$ cat src/rtl/spi_xfer_fsm.sv
// -----------------------------------------------------------------------------
// spi_xfer_fsm
//
// Control sequencer for the SPI memory-slave datapath. Runs on clk and reacts
// to single-cycle sclk rising-edge strobes and a synchronised chip select.
// It frames one SPI transaction as:
//   ADDR_W address bits -> 1 R/W bit -> DATA_W data bits (MSB first)
// and issues the address-latch, shift-register-load, memory-write and
// MISO-enable controls for the datapath.
//
// Build option:
//   SPI_BURST_EN  when defined, every completed data word is followed by an
//                 address increment and the next word of the same direction,
//                 until chip select is released.
//
// Parameters:
//   ADDR_W     address bits per frame (>= 1)
//   DATA_W     data bits per word (>= 1)
//
// Ports:
//   clk        system clock, rising edge
//   reset      synchronous active-high reset
//   sclk_pos   one-clk strobe per sclk rising edge
//   cs_n       synchronised chip select, active low
//   r_or_w     shift-register LSB, valid the cycle after sclk_pos (1 = write)
//   addr_wr    address latch enable pulse
//   s_r        shift-register parallel load pulse
//   dm_wr      data memory write enable pulse
//   addr_inc   address increment pulse (burst builds only, otherwise 0)
//   miso_en    MISO tristate enable (level)
//   busy       high while the sequencer is not idle
//   frame_err  sticky frame error, cleared when a new frame starts
// -----------------------------------------------------------------------------
// state     | meaning
// ----------+-----------------------------------------------------------------
// IDLE      | chip select released, all outputs low
// ADDR      | shifting address bits plus the R/W bit
// DECODE    | address latched, R/W bit selects the data phase
// RD_LOAD   | shift register loads memory read data, MISO driven from here
// RD_DATA   | shifting read data out
// WR_DATA   | shifting write data in
// WR_COMMIT | full write word received, memory written
// INC       | burst only: address increment before the next word
// DONE      | frame finished, waiting for chip select release
// -----------------------------------------------------------------------------
module spi_xfer_fsm #(
  parameter int ADDR_W = 7,
  parameter int DATA_W = 8
) (
  input  logic clk,
  input  logic reset,
  input  logic sclk_pos,
  input  logic cs_n,
  input  logic r_or_w,
  output logic addr_wr,
  output logic s_r,
  output logic dm_wr,
  output logic addr_inc,
  output logic miso_en,
  output logic busy,
  output logic frame_err
);

  localparam int CNT_MAX = ((ADDR_W + 1) > DATA_W) ? (ADDR_W + 1) : DATA_W;
  localparam int CNT_W   = $clog2(CNT_MAX + 1);

  // The address phase also carries the R/W bit, so it ends on strobe ADDR_W+1.
  localparam logic [CNT_W-1:0] ADDR_LAST = CNT_W'(ADDR_W);
  localparam logic [CNT_W-1:0] DATA_LAST = CNT_W'(DATA_W - 1);

  typedef enum logic [3:0] {
    IDLE      = 4'd0,
    ADDR      = 4'd1,
    DECODE    = 4'd2,
    RD_LOAD   = 4'd3,
    RD_DATA   = 4'd4,
    WR_DATA   = 4'd5,
    WR_COMMIT = 4'd6,
    DONE      = 4'd7
`ifdef SPI_BURST_EN
    ,
    INC       = 4'd8
`endif
  } state_t;

  state_t           state_q, state_d;
  logic [CNT_W-1:0] cnt_q, cnt_d;
  logic             frame_err_q, frame_err_d;
  logic             addr_wr_q, addr_wr_d;
  logic             s_r_q, s_r_d;
  logic             dm_wr_q, dm_wr_d;
  logic             miso_en_q, miso_en_d;
  logic             busy_q, busy_d;
`ifdef SPI_BURST_EN
  // Direction of the current frame, needed to pick the next word after INC.
  logic             is_wr_q, is_wr_d;
  logic             addr_inc_q, addr_inc_d;
`endif

  always_comb begin
    state_d     = state_q;
    cnt_d       = cnt_q;
    frame_err_d = frame_err_q;
`ifdef SPI_BURST_EN
    is_wr_d     = is_wr_q;
`endif

    unique case (state_q)
      IDLE: begin
        if (!cs_n) begin
          state_d     = ADDR;
          cnt_d       = '0;
          frame_err_d = 1'b0;
        end
      end

      ADDR: begin
        if (sclk_pos) begin
          if (cnt_q == ADDR_LAST) begin
            state_d = DECODE;
            cnt_d   = '0;
          end else begin
            cnt_d = cnt_q + CNT_W'(1);
          end
        end
      end

      DECODE: begin
        // Strobes in one-cycle states are dropped and flagged.
        if (sclk_pos) frame_err_d = 1'b1;
        cnt_d   = '0;
        state_d = r_or_w ? WR_DATA : RD_LOAD;
`ifdef SPI_BURST_EN
        is_wr_d = r_or_w;
`endif
      end

      RD_LOAD: begin
        if (sclk_pos) frame_err_d = 1'b1;
        cnt_d   = '0;
        state_d = RD_DATA;
      end

      RD_DATA: begin
        if (sclk_pos) begin
          if (cnt_q == DATA_LAST) begin
`ifdef SPI_BURST_EN
            state_d = INC;
`else
            state_d = DONE;
`endif
            cnt_d = '0;
          end else begin
            cnt_d = cnt_q + CNT_W'(1);
          end
        end
      end

      WR_DATA: begin
        if (sclk_pos) begin
          if (cnt_q == DATA_LAST) begin
            state_d = WR_COMMIT;
            cnt_d   = '0;
          end else begin
            cnt_d = cnt_q + CNT_W'(1);
          end
        end
      end

      WR_COMMIT: begin
        if (sclk_pos) frame_err_d = 1'b1;
`ifdef SPI_BURST_EN
        state_d = INC;
`else
        state_d = DONE;
`endif
      end

`ifdef SPI_BURST_EN
      INC: begin
        if (sclk_pos) frame_err_d = 1'b1;
        cnt_d   = '0;
        state_d = is_wr_q ? WR_DATA : RD_LOAD;
      end
`endif

      DONE: begin
        // Any clock beyond the frame length is an overrun.
        if (sclk_pos) frame_err_d = 1'b1;
      end

      default: begin
        state_d = IDLE;
        cnt_d   = '0;
      end
    endcase

    // Chip-select release aborts from anywhere; a partial write never commits
    // because WR_COMMIT is only entered with cs_n still low.
    if (cs_n) begin
      state_d = IDLE;
      cnt_d   = '0;
    end

    // Outputs are a function of the next state so they are registered and
    // line up with the state they belong to.
    addr_wr_d = (state_d == DECODE);
    s_r_d     = (state_d == RD_LOAD);
    dm_wr_d   = (state_d == WR_COMMIT);
    busy_d    = (state_d != IDLE);
`ifdef SPI_BURST_EN
    addr_inc_d = (state_d == INC);
`endif

    unique case (state_d)
      RD_LOAD, RD_DATA: miso_en_d = 1'b1;
      DONE:             miso_en_d = miso_en_q;
`ifdef SPI_BURST_EN
      // Keep MISO driven across the increment between burst read words.
      INC:              miso_en_d = miso_en_q;
`endif
      default:          miso_en_d = 1'b0;
    endcase
  end

  always_ff @(posedge clk) begin
    if (reset) begin
      state_q     <= IDLE;
      cnt_q       <= '0;
      frame_err_q <= 1'b0;
      addr_wr_q   <= 1'b0;
      s_r_q       <= 1'b0;
      dm_wr_q     <= 1'b0;
      miso_en_q   <= 1'b0;
      busy_q      <= 1'b0;
`ifdef SPI_BURST_EN
      is_wr_q     <= 1'b0;
      addr_inc_q  <= 1'b0;
`endif
    end else begin
      state_q     <= state_d;
      cnt_q       <= cnt_d;
      frame_err_q <= frame_err_d;
      addr_wr_q   <= addr_wr_d;
      s_r_q       <= s_r_d;
      dm_wr_q     <= dm_wr_d;
      miso_en_q   <= miso_en_d;
      busy_q      <= busy_d;
`ifdef SPI_BURST_EN
      is_wr_q     <= is_wr_d;
      addr_inc_q  <= addr_inc_d;
`endif
    end
  end

  assign addr_wr   = addr_wr_q;
  assign s_r       = s_r_q;
  assign dm_wr     = dm_wr_q;
  assign miso_en   = miso_en_q;
  assign busy      = busy_q;
  assign frame_err = frame_err_q;
`ifdef SPI_BURST_EN
  assign addr_inc  = addr_inc_q;
`else
  assign addr_inc  = 1'b0;
`endif

endmodule

$ cat config.mk
export PLATFORM = sky130hd
export DESIGN_NAME = spi_xfer_fsm
export DESIGN_NICKNAME = d
export VERILOG_FILES = /design/src/rtl/spi_xfer_fsm.sv
export SDC_FILE = /design/constraint.sdc
export NUM_CORES = 1
export LEC_CHECK = 0
export CAP_MARGIN = 20
export CORE_AREA = 2 2 40 42
export CTS_CLUSTER_DIAMETER = 60
export DETAILED_ROUTE_END_ITERATION = 6
export DIE_AREA = 0 0 42 44
export PLACE_DENSITY = 0.78
export SLEW_MARGIN = 0
export SYNTH_ARGS = -nofsm -noshare
export SYNTH_HDL_FRONTEND = slang
export SYNTH_SLANG_ARGS = --single-unit
$ cat constraint.sdc
create_clock -name clk -period 1.99 [get_ports clk]
set_clock_uncertainty 0.15 [all_clocks]
set_input_delay 0.398 -clock clk [delete_from_list [all_inputs] [get_ports clk]]
set_output_delay 0.398 -clock clk [all_outputs]
set_load 0.03 [all_outputs]
# == Yosys cells after proc, flatten, opt, wreduce, memory -nomap -nowiden ==
# Cells that the tools add are included.
# op_classes
mux,16
n_eq_ne,16
bitwise,1
n_addsub,1
reduce_logical,10
# ops
operator,count
2-to-1 mux 4 bit,9
"equality test 4 x 3 -> 1 bit, second input constant",8
case mux 4 bit (8 select lines),1
"equality test 4 x 2 -> 1 bit, second input constant",4
case mux 4 bit (2 select lines),1
OR reduction 2 bit,3
"adder 4 x 1 -> 4 bit, second input constant",1
"equality test 4 x 1 -> 1 bit, second input constant",1
logical NOT 4 bit,1
"inequality test 2 x 1 -> 1 bit, second input constant",2
case mux 1 bit (2 select lines),2
nonzero test 4 bit,1
OR reduction 4 bit,1
2-to-1 mux 3 bit,1
AND reduction 3 bit,1
OR reduction 3 bit,1
2-to-1 mux 1 bit,2
"inequality test 2 bit, second input constant",1
AND reduction 2 bit,1
nonzero test 2 bit,1
inverter 1 bit,1
# word_totals
ff_bits,14
input_bits,5
output_inout_bits,7

# == Logic depth before layout (Yosys ltp) ==
# depth
ltp_word,8
mapped_depth,5
mapped_depth_nobuf,5

# == Worst setup path before layout ==
# No wires, ideal clock.
# synth_timing
path_kind,flip-flop to flip-flop
startpoint,register cnt_q[0]
endpoint,"register miso_en_q, in the netlist miso_en"
setup_ps,135
setup_slack_ps,518
stages_incl_launch_ff,6
t_arrival_ps,1187
t_required_ps,1705
cell_sequence,dfxtp_1 -> ha_1 -> nand4b_1 -> mux2i_1 -> and2_1 -> o32ai_2
# synth_via
elab_chain_len,8
word_cells_on_any_way,14
# synth_rtl
element,line_no,rtl
from (decl),87,"logic [CNT_W-1:0] cnt_q, cnt_d;"
from (signal assigned),242,cnt_q <= cnt_d;
equality test 4 x 3 -> 1 bit *,"119, 146, 161",
2-to-1 mux 4 bit (on tied branches),"161, 119, 146",
2-to-1 mux 4 bit (on tied branches),"160, 118, 145",
case mux 4 bit (8 select lines) *,108,unique case (state_q)
2-to-1 mux 4 bit *,200,if (cs_n) begin
equality test 4 x 2 -> 1 bit / equality test 4 x 3 -> 1 bit (equally long branches),215,unique case (state_d)
OR reduction 2 bit,215,
case mux 1 bit (2 select lines),215,
to (signal assigned),247,miso_en_q <= miso_en_d;
to (decl),92,"logic miso_en_q, miso_en_d;"
# Every way passes the cells marked *; elsewhere a longest branch is shown, timed or not.
# A chain may end at the register's enable or synchronous reset.

# == Final worst setup path ==
# layout_timing
startpoint,"register miso_en_q, in the netlist miso_en"
endpoint,output port miso_en
# layout_lines
element,line_no,rtl
to (decl),59,"output logic miso_en,"
# No word-level cell between the ends.

==> flow_summary.toml <==
[worst_setup_path]
crit_arrival_ps = 1300
cpPeakStageDelay_ps = 680
cp-end-kind = "output pin"
crit_cells = 1
path_cells = "clkdlybuf4s50_1"
crit_fanout = 2
critPathSlowestCell = "clkdlybuf4s50_1"
critPathBufInv = 1
path_delay_family = "buffers and inverters"
reg2regPathDepth = 5
required_ps = 1440
cp-start-kind = "register"
critical_path_class = "register to output pin"

[cts]
cts_made_buffers = 3
clk_path_buf_depth = 2
cts-root-buf = "clkbuf_4"
clkTransAtPathRegs_ps = 80
clkLatencyLatePin_ps = 280
cts_hold_buffers = 0
cts_resized = 0
cts_tree = "yes"
cts_sinks = 14
cts_max_level = 1
cts_setup_buffers = 0

[timing]
layout_setup_ws_ps = 140.7
finalCritPeriodShare_pct = 92.93
setup_viol = 0
rsz0062_at_grt = "false"
max_freq_ghz = 0.5407
setup_tns_ps = 0
finalHoldViolCount = 0
finalCriticalPeriod_ps = 1849
report.final.slew_viol_count = 0

[logic_synthesis]
synth-seq-area-share_pct = 42.91
syn_area_um2 = 653.1
netlist_instances = 66
synth.top_cell.area_share_pct = 42.91
synth_area_leader_cell = "dfxtp_1"
syn_avg_cell_area_um2 = 9.896
ys_seq_elements = 14
ys_warn_count = 0
ys_types = 32
synthTopCellsByArea = "dfxtp_1 (43%), a221oi_4 (4.0%), nor3b_1 (3.4%)"

[routing]
postRouteAntennaNets = 0
drcViolationCount = 0
wl_per_cell_um = 12.31
routed-via-count = 503
drt_iter0_drc = 6
wl_um = 1194
dr.pass1.iters = 4
viasPerCell = 5.186

[placement]
hpwlAfterDp_um = 962.4
dp_cells = 93
port_buffers = 10
place_area_um2 = 773.2
dp_slack_ps = 47.38
gp_congestion = 0.7827

[floorplanning]
die_w_um = 42
io-pin-count = 12
coreArea_mm2 = 0.001419
start_util_pct = 46.03
dieArea_mm2 = 0.001848
die_y_um = 44
rows = 14

[global_routing]
grt_overflow_total = 0
grt_pass1_wl_um = 2208
grt_pass1_vias = 522
antenna_found_initial = 0
grt_max_degree = 10
track_usage_pct = 15.96

[power_and_ir_drop]
power.total_mw = 0.5240
p_leak_nw = 0.3108
p_per_area_mw_per_mm2 = 647.3
vdd_drop_max_uv = 392.8

[cells_and_area]
stdcell_area_um2 = 809.5
n_antenna_cell = 0
nets = 88
area_delta_synth_final_pct = 23.95
drive_above_1_share_pct = 16.05
instances_no_fill = 97

[hold_path]
hold_class = "register to register"
hold_depth = 2

[status]
outcome = "complete, no violations"

[flow_run]
drv_cap = 0
## path summary, 6_finish.rpt
path,start,end,slack [ps]
setup / recovery,miso_en,miso_en,140
hold / removal,cnt_q[3],cnt_q[3],360
setup reg to reg,cnt_q[0],miso_en,390
hold reg to reg,cnt_q[3],cnt_q[3],360
## routing by layer
metal | up-vias | GRT usage, % | wire [um]
met5 | - | 0 | 0
met4 | 0 | 9.677 | 18
met3 | 4 | 3.333 | 59
met2 | 13 | 25.31 | 566
met1 | 222 | 20.00 | 550
li1 | 264 | - | -
## Yosys cell counts
library cell / n
a21oi_1: 4
a221oi_4: 1
a311oi_1: 1
a31oi_1: 1
and2_1: 1
and2b_2: 1
buf_4: 1
buf_6: 1
conb_1: 1
dfxtp_1: 14
ha_1: 1
inv_1: 5
mux2i_1: 2
nand2_1: 1
nand2b_4: 1
nand3_1: 1
nand4b_1: 1
nor2_1: 4
nor2b_2: 1
nor3_1: 2
nor3_2: 2
nor3b_1: 3
nor4b_1: 1
o211ai_1: 1
o21a_1: 3
o21ai_0: 3
o21ai_1: 2
o21bai_1: 1
o32ai_2: 1
or2_0: 1
or3_1: 2
xor2_1: 1
## area by class of cell
class,count,area [um2]
clock buffers,4,36.28
multi-input cells,46,339.1
well taps,16,20.02
inverters,5,18.77
repair buffers,12,115.1
flip-flops and latches,14,280.3
fillers,128,609.3
## registers in the layout, summed over array words and instances (netlist names)
signal / flops
s_r: 1
addr_wr: 1
miso_en: 1
dm_wr: 1
frame_err: 1
state_q: 4
cnt_q: 4
busy: 1
## logic make-up (layout without fill, tap and decap cells)
logic type	after synthesis	count (layout)	synth area share [%]
other	1	2	0.5742
adder cells (fa/ha/maj)	1	1	1.915
buffers and inverters	7	21	5.748
AO/OA/AOI/OAI	18	18	21.46
multiplexers	2	2	3.065
XOR/XNOR	1	1	1.341
flip-flops	14	14	42.91
AND/OR/NAND/NOR	22	22	22.99
## power by group
group / leakage (nW) / internal (mW) / switching (mW)
combinational: 0.176 / 0.0167 / 0.0176
clock: 0.0210 / 0.111 / 0.0909
sequential: 0.113 / 0.283 / 0.00480
total: 0.311 / 0.411 / 0.113
## through the flow
stage / utilization (%) / hold slack (ps)
finish: 57.05 / 356.4
detailed placement: 54.50 / 344.4
floorplan: - / 302.1
global route: 57.05 / 393.1
global placement: 54.50 / 316.4
CTS: 57.05 / 358.4
## placed cells by master, fill, tap and decap left out
| master | n |
|---|---|
| nor3b_1 | 3 |
| nand2b_4 | 1 |
| xor2_1 | 1 |
| buf_4 | 2 |
| nor2_1 | 4 |
| a31oi_1 | 1 |
| and2b_2 | 1 |
| a21oi_1 | 4 |
| nor4b_1 | 1 |
| or3_1 | 2 |
| nand2_1 | 1 |
| inv_1 | 5 |
| ha_1 | 1 |
| or2_0 | 1 |
| clkdlybuf4s50_1 | 10 |
| mux2i_1 | 2 |
| o32ai_2 | 1 |
| a311oi_1 | 1 |
| o211ai_1 | 1 |
| nand4b_1 | 1 |
| conb_1 | 2 |
| nor2b_2 | 1 |
| o21a_1 | 3 |
| nor3_1 | 2 |
| nor3_2 | 2 |
| clkbuf_4 | 3 |
| o21ai_0 | 3 |
| and2_1 | 1 |
| dfxtp_1 | 14 |
| a221oi_4 | 1 |
| nand3_1 | 1 |
| clkbuf_8 | 1 |
| o21ai_1 | 2 |
| o21bai_1 | 1 |
Note: power is estimated with default switching activity, not from simulation.
